File: src/rtl/loader_pkg.sv
// Shared types and constants for the boot-time UART program loader.
package loader_pkg;

  // Parser states of the loader
  typedef enum logic [2:0] {
    LEN,
    DATA,
    ACK,
    RUN,
    ERR,
    HALT
  } state_t;

  // Receiver frame phases
  typedef enum logic [1:0] {
    RX_IDLE,
    RX_START,
    RX_BITS,
    RX_STOP
  } rx_state_t;

  localparam logic [7:0] ACK_BYTE = 8'h06;
  localparam logic [7:0] NAK_BYTE = 8'h15;

endpackage

File: src/rtl/uart_loader_rx.sv
// 8N1 UART receiver: synchroniser, bit timer and LSB-first shift register.
// Emits a one-cycle rx_valid (good stop bit) or rx_ferr (stop bit low).
module uart_rx_core
  import loader_pkg::*;
#(
  parameter int CLKS_PER_BIT = 40
) (
  input  logic       core_clk,
  input  logic       rst_n,
  input  logic       rxd,
  output logic       rx_valid,
  output logic [7:0] rx_byte,
  output logic       rx_ferr
);

  localparam int CW = $clog2(CLKS_PER_BIT + 1);
  localparam logic [CW-1:0] HALF = CW'(CLKS_PER_BIT / 2);
  localparam logic [CW-1:0] FULL = CW'(CLKS_PER_BIT - 1);

  logic          rxd_meta, rxd_sync, rxd_prev;
  rx_state_t     state, state_n;
  logic [CW-1:0] cnt, cnt_n;
  logic [2:0]    bit_idx, bit_idx_n;
  logic [7:0]    shift, shift_n;
  logic          valid_n, ferr_n;

  assign rx_byte = shift;

  // Two-flop synchroniser plus one history flop for falling-edge detection
  always_ff @(posedge core_clk or negedge rst_n) begin
    if (!rst_n) begin
      rxd_meta <= 1'b1;
      rxd_sync <= 1'b1;
      rxd_prev <= 1'b1;
    end else begin
      rxd_meta <= rxd;
      rxd_sync <= rxd_meta;
      rxd_prev <= rxd_sync;
    end
  end

  // Receiver state, bit timer, shift register and registered strobes
  always_ff @(posedge core_clk or negedge rst_n) begin
    if (!rst_n) begin
      state    <= RX_IDLE;
      cnt      <= '0;
      bit_idx  <= '0;
      shift    <= '0;
      rx_valid <= 1'b0;
      rx_ferr  <= 1'b0;
    end else begin
      state    <= state_n;
      cnt      <= cnt_n;
      bit_idx  <= bit_idx_n;
      shift    <= shift_n;
      rx_valid <= valid_n;
      rx_ferr  <= ferr_n;
    end
  end

  // Frame sequencing: mid-start re-check, then one sample per bit period
  always_comb begin
    state_n   = state;
    cnt_n     = cnt + CW'(1);
    bit_idx_n = bit_idx;
    shift_n   = shift;
    valid_n   = 1'b0;
    ferr_n    = 1'b0;
    case (state)
      RX_IDLE: begin
        cnt_n = '0;
        if (rxd_prev && !rxd_sync) begin
          state_n = RX_START;
        end
      end
      RX_START: begin
        if (cnt == HALF) begin
          cnt_n = '0;
          if (rxd_sync) begin
            state_n = RX_IDLE;
          end else begin
            state_n   = RX_BITS;
            bit_idx_n = '0;
          end
        end
      end
      RX_BITS: begin
        if (cnt == FULL) begin
          cnt_n     = '0;
          shift_n   = {rxd_sync, shift[7:1]};
          bit_idx_n = bit_idx + 3'd1;
          if (bit_idx == 3'd7) begin
            state_n = RX_STOP;
          end
        end
      end
      RX_STOP: begin
        if (cnt == FULL) begin
          cnt_n   = '0;
          state_n = RX_IDLE;
          valid_n = rxd_sync;
          ferr_n  = !rxd_sync;
        end
      end
      default: state_n = RX_IDLE;
    endcase
  end

endmodule

File: src/rtl/uart_loader.sv
// Boot loader: parses a length-prefixed little-endian word stream from the
// UART, writes it to instruction memory, then ACKs/NAKs and releases the core.
module uart_loader
  import loader_pkg::*;
#(
  parameter int CLKS_PER_BIT = 40,
  parameter int ADDR_W       = 10
) (
  input  logic              core_clk,
  input  logic              rst_n,
  input  logic              rxd,
  output logic              imem_we,
  output logic [ADDR_W-1:0] imem_addr,
  output logic [31:0]       imem_wdata,
  output logic [7:0]        tx_data,
  output logic              tx_start,
  input  logic              tx_busy,
  output logic              core_rst_n,
  output logic              load_done,
  output logic              load_err
);

  localparam logic [32:0] MAX_WORDS = 33'd1 << ADDR_W;

  logic              rx_valid, rx_ferr;
  logic [7:0]        rx_byte;

  state_t            state, state_n;
  logic [31:0]       word_cnt, word_cnt_n;
  logic [31:0]       remaining, remaining_n;
  logic [31:0]       assem, assem_n;
  logic [1:0]        byte_cnt, byte_cnt_n;
  logic [ADDR_W-1:0] addr, addr_n;
  logic              ok, ok_n;
  logic              imem_we_n;
  logic [ADDR_W-1:0] imem_addr_n;
  logic [31:0]       imem_wdata_n;
  logic              load_err_n;
  logic [31:0]       len_next, word_next;

  assign len_next  = {rx_byte, word_cnt[31:8]};
  assign word_next = {rx_byte, assem[31:8]};

  uart_rx_core #(
    .CLKS_PER_BIT(CLKS_PER_BIT)
  ) u_rx (
    .core_clk(core_clk),
    .rst_n   (rst_n),
    .rxd     (rxd),
    .rx_valid(rx_valid),
    .rx_byte (rx_byte),
    .rx_ferr (rx_ferr)
  );

  // Parser state, counters and registered memory/core-control outputs
  always_ff @(posedge core_clk or negedge rst_n) begin
    if (!rst_n) begin
      state      <= LEN;
      word_cnt   <= '0;
      remaining  <= '0;
      assem      <= '0;
      byte_cnt   <= '0;
      addr       <= '0;
      ok         <= 1'b0;
      imem_we    <= 1'b0;
      imem_addr  <= '0;
      imem_wdata <= '0;
      core_rst_n <= 1'b0;
      load_done  <= 1'b0;
      load_err   <= 1'b0;
    end else begin
      state      <= state_n;
      word_cnt   <= word_cnt_n;
      remaining  <= remaining_n;
      assem      <= assem_n;
      byte_cnt   <= byte_cnt_n;
      addr       <= addr_n;
      ok         <= ok_n;
      imem_we    <= imem_we_n;
      imem_addr  <= imem_addr_n;
      imem_wdata <= imem_wdata_n;
      core_rst_n <= (state_n == RUN);
      load_done  <= (state_n == RUN);
      load_err   <= load_err_n;
    end
  end

  // Next-state logic; tx_start is gated directly by tx_busy so a request
  // can never be raised while the transmitter is occupied
  always_comb begin
    state_n      = state;
    word_cnt_n   = word_cnt;
    remaining_n  = remaining;
    assem_n      = assem;
    byte_cnt_n   = byte_cnt;
    addr_n       = addr;
    ok_n         = ok;
    imem_we_n    = 1'b0;
    imem_addr_n  = imem_addr;
    imem_wdata_n = imem_wdata;
    load_err_n   = load_err;
    tx_start     = 1'b0;
    tx_data      = 8'h00;
    case (state)
      LEN: begin
        if (rx_ferr) begin
          state_n = ERR;
        end else if (rx_valid) begin
          word_cnt_n = len_next;
          byte_cnt_n = byte_cnt + 2'd1;
          if (byte_cnt == 2'd3) begin
            if (len_next == 32'd0) begin
              ok_n    = 1'b1;
              state_n = ACK;
            end else if ({1'b0, len_next} > MAX_WORDS) begin
              state_n = ERR;
            end else begin
              remaining_n = len_next;
              state_n     = DATA;
            end
          end
        end
      end
      DATA: begin
        if (rx_ferr) begin
          state_n = ERR;
        end else if (rx_valid) begin
          assem_n    = word_next;
          byte_cnt_n = byte_cnt + 2'd1;
          if (byte_cnt == 2'd3) begin
            imem_we_n    = 1'b1;
            imem_addr_n  = addr;
            imem_wdata_n = word_next;
            addr_n       = addr + ADDR_W'(1);
            remaining_n  = remaining - 32'd1;
            if (remaining == 32'd1) begin
              ok_n    = 1'b1;
              state_n = ACK;
            end
          end
        end
      end
      ACK: begin
        tx_data = ok ? ACK_BYTE : NAK_BYTE;
        if (!tx_busy) begin
          tx_start = 1'b1;
          state_n  = ok ? RUN : HALT;
        end
      end
      ERR: begin
        ok_n       = 1'b0;
        load_err_n = 1'b1;
        state_n    = ACK;
      end
      RUN:     state_n = RUN;
      HALT:    state_n = HALT;
      default: state_n = LEN;
    endcase
  end

endmodule

File: config.mk
export PLATFORM = sky130hd
export DESIGN_NAME = uart_loader
export DESIGN_NICKNAME = d
export VERILOG_FILES = /design/src/rtl/loader_pkg.sv /design/src/rtl/uart_loader_rx.sv /design/src/rtl/uart_loader.sv
export SDC_FILE = /design/constraint.sdc
export NUM_CORES = 1
export LEC_CHECK = 0
export ABC_AREA = 0
export CORE_MARGIN = 2
export CORE_UTILIZATION = 53
export CTS_BUF_LIST = sky130_fd_sc_hd__clkbuf_2 sky130_fd_sc_hd__clkbuf_4 sky130_fd_sc_hd__clkbuf_8
export DETAILED_ROUTE_END_ITERATION = 8
export GPL_ROUTABILITY_DRIVEN = 0
export HOLD_SLACK_MARGIN = 0.1
export PLACE_DENSITY = 0.73
export SKIP_LAST_GASP = 1
export SYNTH_ARGS = -nofsm -noshare
export SYNTH_HDL_FRONTEND = slang
export SYNTH_HIERARCHICAL = 1
export SYNTH_SLANG_ARGS = --single-unit
File: constraint.sdc
create_clock -name core_clk -period 5.2 [get_ports core_clk]
set_clock_uncertainty 0.2 [all_clocks]
set_input_delay 1.04 -clock core_clk [delete_from_list [all_inputs] [get_ports core_clk]]
set_output_delay 1.04 -clock core_clk [all_outputs]
set_load 0.01 [all_outputs]
Word-level counts from Yosys, hierarchy flattened --
Index checks and enable logic that the tools add are counted.
Operators by class: bitwise logic cells 1, add/sub/neg operators 5, reductions and logical operators 19, equality and inequality tests 30, mux-type cells 56, order comparisons 1
Operators by type and width (number):
- 32-bit 2-to-1 mux | 8
- 32-bit case mux with 2 select lines | 1
- 3-bit 2-to-1 mux | 14
- 32-bit by 1-bit == test with 1-bit output, second input constant | 1
- 32-bit by 11-bit greater-than comparator with 1-bit output, second input constant | 1
- 32-bit logical NOT | 1
- 32-bit by 1-bit subtractor with 32-bit output, second input constant | 1
- 1-bit 2-to-1 mux | 18
- 2-bit inequality test, second input constant | 9
- 3-bit case mux with 6 select lines | 1
- 6-bit case mux with 3 select lines | 1
- 9-bit AND reduction | 2
- 2-bit by 1-bit inequality test with 1-bit output, second input constant | 7
- 2-bit 2-to-1 mux | 6
- 6-bit 2-to-1 mux | 2
- 10-bit by 1-bit adder with 10-bit output, second input constant | 1
- 3-bit by 2-bit == test with 1-bit output, second input constant | 3
- 3-bit == test, second input constant | 3
- 3-bit AND reduction | 3
- 8-bit 2-to-1 mux | 1
- 2-bit case mux with 4 select lines | 1
- 4-bit AND reduction | 2
- 6-bit by 1-bit adder with 6-bit output, second input constant | 1
- 2-bit == test, second input constant | 3
- 19 further kinds | 21
Word-level totals: logic and storage cells 133, register bits 181

Depth between registers and ports, before layout --
word-level depth 8, mapped depth 8

Hierarchy --
Netlist, hierarchy kept.
By module, submodules not included:
- uart_loader | cells each 564, area an instance 6616.3 um^2, times used 1
- uart_rx_core | cells each 92, area an instance 1088.5 um^2, times used 1

Worst setup path before layout --
No wires, ideal clock.
path type in2out, start in tx_busy, end out tx_start, stages on the path 1, setup slack 2.630 ns, arrival time 1.330 ns, cell sequence nor3_1
On the way: word-level cells in the longest chain between the ends 2
Ends and longest elaborated chain:
- start: declaration | RTL line uart_loader.sv:17 | input logic tx_busy,
- 1-bit 2-to-1 mux | RTL line uart_loader.sv:145 | if (!tx_busy) begin
- 1-bit 2-to-1 mux | RTL line uart_loader.sv:104 | case (state)
- end: declaration | RTL line uart_loader.sv:16 | output logic tx_start,
Every way passes these cells.

Final worst setup path --
Same ends and word-level chain as after synthesis.

==> results.md <==
- The run finished with clean final reports.
- The count of final max-slew check failures is 0.
- The number of antenna violations at the first check in global routing is 0.
- The post-synthesis average cell area is 11.7 um^2.
- The worst hold-check path type is register to register.
- The area enclosed by the die boundary is 0.0155 mm^2.
- The leakage power summed over all cells is 4.03 nW.
- The first-pass detailed-route iteration total is 5.
- The TritonCTS clock tree is done.
- Tracing the worst setup path back leads to its startpoint at tx_busy.
- Setup violations remaining at the end of the flow were counted as 0.
- The highest-delay cell along the critical path is clkdlybuf4s50_1.
- Input and output buffers added on the ports amount to 54.
- The peak per-stage delay on the critical path is 0.55 ns.
- The setup path with the least slack is of type input port to output pin.
- The max capacitance violation total is 0.
- Cells fill 60.4% of the core in the end.
- The aggregate negative setup slack is 0 ns.
- The residual overflow from global routing is 0.
- The startpoint of the worst-slack reg-to-reg timing path is state[2].
- The layout overhead on the synthesized area is 12.6%.
- STA puts the critical path data required time at 3.96 ns.
- On the critical path the largest part of the delay comes from buffers and inverters.
- Of the synthesized area, sequential elements account for 53.6%.
- The minimum clock period is 3.46 ns.
- Static timing analysis puts the maximum clock frequency at 289 MHz.
- In this run the remaining antenna-violating nets after routing total 0.
- The post-detailed-route wirelength per cell is 17.9 um.
- The root buffer selected by CTS is clkbuf_8.
- The height of the chip is 125 um.
- Walking the worst path, the cells encountered are clkdlybuf4s50_1 > nor3_1 > clkdlybuf4s50_1.
- Buffers inserted during clock tree synthesis total 17.
- The filler cells instantiated in the layout total 1125.
- The leading register cell type out of synthesis is dfrtp_1.
- The peak supply drop is 231 uV.
- The initial utilization of the core area, before any placement, comes to 53.6%.
- At the pin with the least slew margin, the transition time is 1.13 ns.
- The maximum number of pins on one net before global-route repair is 107.
- The synthesized design spends more area on one cell type than any other, namely dfrtp_1.
- The cell area that synthesis handed to floorplanning was 0.00770 mm^2.
- The critical-path maximum fanout is 3.
- Yosys attributes the largest share of cell area to dfrtp_1 (53%), mux2_2 (14%), nor2_1 (1.9%), o21ai_0 (1.8%), nor4_1 (1.5%).
- The first global-routing pass estimated 26500 um of wire.
- The final-report hold violation count is 0.
- The number of antenna diodes in the final layout is 0.
- The area of combinational cells with multiple inputs is 0.00330 mm^2.
- After detailed routing, the number of vias per cell comes to 6.09.
- The category of the worst setup path capture point is an output pin.
- At the end of the flow, the number of nets in the layout was 704.
- The floorplan step set the die width to 125 um.
- In the finished design, the share of the clock period the worst path needs comes to 66.4%.
- Counting both buffers and inverters, the worst setup path holds a total of 2.
- The total number of vias is 5413.
- The hold buffer count at CTS is 0.
- The placeable core area is 0.0144 mm^2.
- For the worst-skew pair, the clock arrives at the later sink with an insertion delay of 0.47 ns.
- Setup repair after global routing left no endpoint under its margin.
- Synthesis handed over a netlist of 656 instances.
- Summed over all layers, the routed wires come to 15900 um.
- The count of flip-flops with a built-in enable after synthesis is 0.
- The relative slew slack is 24.5%.
- The cell type with the highest occurrence count on the critical path is clkdlybuf4s50_1.
- After synthesis, the largest area contributor takes up 52.6% of total cell area.
- The total clock sinks is 165.
- After synthesis, the netlist uses 71 different library cells.
- The number of post-CTS setup repair buffers is 0.
- The number of instances in the placed design is 857.
- Clock-pin slew was measured on the worst setup and hold paths at 0.08 ns.
- The power per cell area is 279 mW/mm^2.
- Counting flops and latches in the post-synthesis netlist gives 165.
- The H-tree was split into 4 levels.
- The number of primary I/O pins is 59.
- The arrival time reported for the critical path endpoint is 2.22 ns.
- The worst hold path startpoint is u_rx/rxd_meta.
- In the routed design, unresolved DRC markers number 0.
- Once the clock tree was built, the resizer swapped 0 gates to a different size.
- The area of all sequential standard cells is 0.00413 mm^2.
- The ratio of cells with drive above 1 in the final layout is 23.4%.
- The via count of the first global-routing pass came to 5249.
- For this run, asynchronously set or reset flops after synthesis account for 100%.
- For this run, the number of Yosys warnings is 6.
- Global routing used 21.1% of the available tracks across all layers.
- Summed over all nets, the half-perimeter wirelength after detailed placement is 10700 um.
- After the first detailed-routing iteration, the DRC count stood at 416.
- The number of placement rows is 44.
- The maximum root-to-sink buffer count is 2.
- The category of the worst setup path launch point is an input port.
- The count of cells in the finished layout, fillers not included, comes to 889.
-- worst paths after layout --
check | cells after the start | slack, ns | end
max reg2reg | 4 | 2.09 | remaining[17]
min in group asynchronous | 1 | 0.49 | addr[8]
max in group asynchronous | 2 | 3.28 | u_rx/rxd_meta
min | 0 | 0.16 | u_rx/rxd_sync
min reg2reg | 0 | 0.16 | u_rx/rxd_sync
max | 3 | 1.74 | tx_start
-- worst reg2reg max path, delay by kind of cell (launching register included) --
family,cells,cell delay [ns]
and+or+nand+nor,3,1.93
DFF,1,0.48
AOI/OAI and AO/OA,1,0.40
-- Yosys cell counts (9+ instances only) --
library cell and instances:
dfrtp_1 162, mux2_2 94, nor2_1 38, o21ai_0 28, nand2_1 26, clkbuf_1 21, nand3_1 19, nor3_1 18
nor4_1 18, a21oi_1 13, buf_2 13, a31oi_1 12, inv_1 12, o211ai_1 12, nand4_1 10, a22oi_1 9
xnor2_1 9
-- per-layer routing --
layer  part of all wire, %  vias to the layer above  track usage [%]
met5                     0                        -                0
met4                   1.5                        0             6.81
met3                   5.7                       24             5.67
met2                    48                      176             32.5
met1                    45                     2718             29.3
li1                      -                     2495                -
-- layout make-up --
type / count / share of cell area, %
well taps: 184 / 2.65
clock buffers: 19 / 2.94
clock inverters: 13 / 1.59
inverters: 12 / 0.519
multi-input cells: 437 / 38.0
flip-flops and latches: 165 / 47.6
repair buffers: 59 / 6.68
-- cell usage in the layout (no fill, tap or decap), drive strengths merged, types with 9 or more instances in the layout --
| cell type | Yosys | final |
|---|---|---|
| nor2 | 38 | 38 |
| nand3 | 20 | 20 |
| and2 | 10 | 10 |
| o21ai | 30 | 30 |
| dfrtp | 162 | 162 |
| inv | 12 | 20 |
| clkbuf | 25 | 19 |
| nand4 | 10 | 10 |
| a31oi | 12 | 12 |
| nor4 | 20 | 20 |
| nor3 | 18 | 18 |
| clkdlybuf4s50 | 0 | 53 |
| o211ai | 12 | 12 |
| mux2 | 99 | 99 |
| or4 | 9 | 9 |
| nand2 | 26 | 26 |
| a22oi | 9 | 9 |
| a21oi | 13 | 13 |
| xnor2 | 9 | 9 |
-- power breakdown --
part	total (mW)	switching (mW)	internal, mW
sequential	1.35	0.0447	1.31
clock	0.912	0.498	0.414
combinational	0.154	0.0920	0.0615
-- state kept, by name (all words and copies together) (netlist names), 3 cells and up, named ones only --
signal,flops
assem,24
state,3
imem_addr,10
word_cnt,24
remaining,32
u_rx/cnt,6
addr,10
u_rx/bit_idx,3
imem_wdata,32
u_rx/rx_byte,8
-- cell families (layout without fill, tap and decap cells) --
kind of cell | Yosys count | count (layout) | share of synthesized area, %
buffers and inverters | 57 | 103 | 3.82
flip-flops | 165 | 165 | 53.6
multiplexers | 100 | 100 | 14.8
XOR/XNOR | 14 | 14 | 1.59
adder cells (fa/ha/maj) | 8 | 8 | 1.30
other | 1 | 4 | 0.0487
AO/OA/AOI/OAI | 114 | 114 | 10.2
AND/OR/NAND/NOR | 197 | 197 | 14.6
-- through the flow --
stage / area, um^2 / setup WS, ns / hold slack (ns) / power, mW
after global routing: 8680 / 1.67 / 0.165 / 2.52
after global placement: 8280 / 1.75 / 0.147 / 1.52
after detailed placement: 8280 / 1.75 / 0.148 / 1.53
final: 8680 / 1.74 / 0.158 / 2.42
after CTS: 8680 / 1.74 / 0.161 / 2.44
after floorplan: 7720 / 2.63 / 0.145 / 1.48
Power figures use the tool's default switching activity.
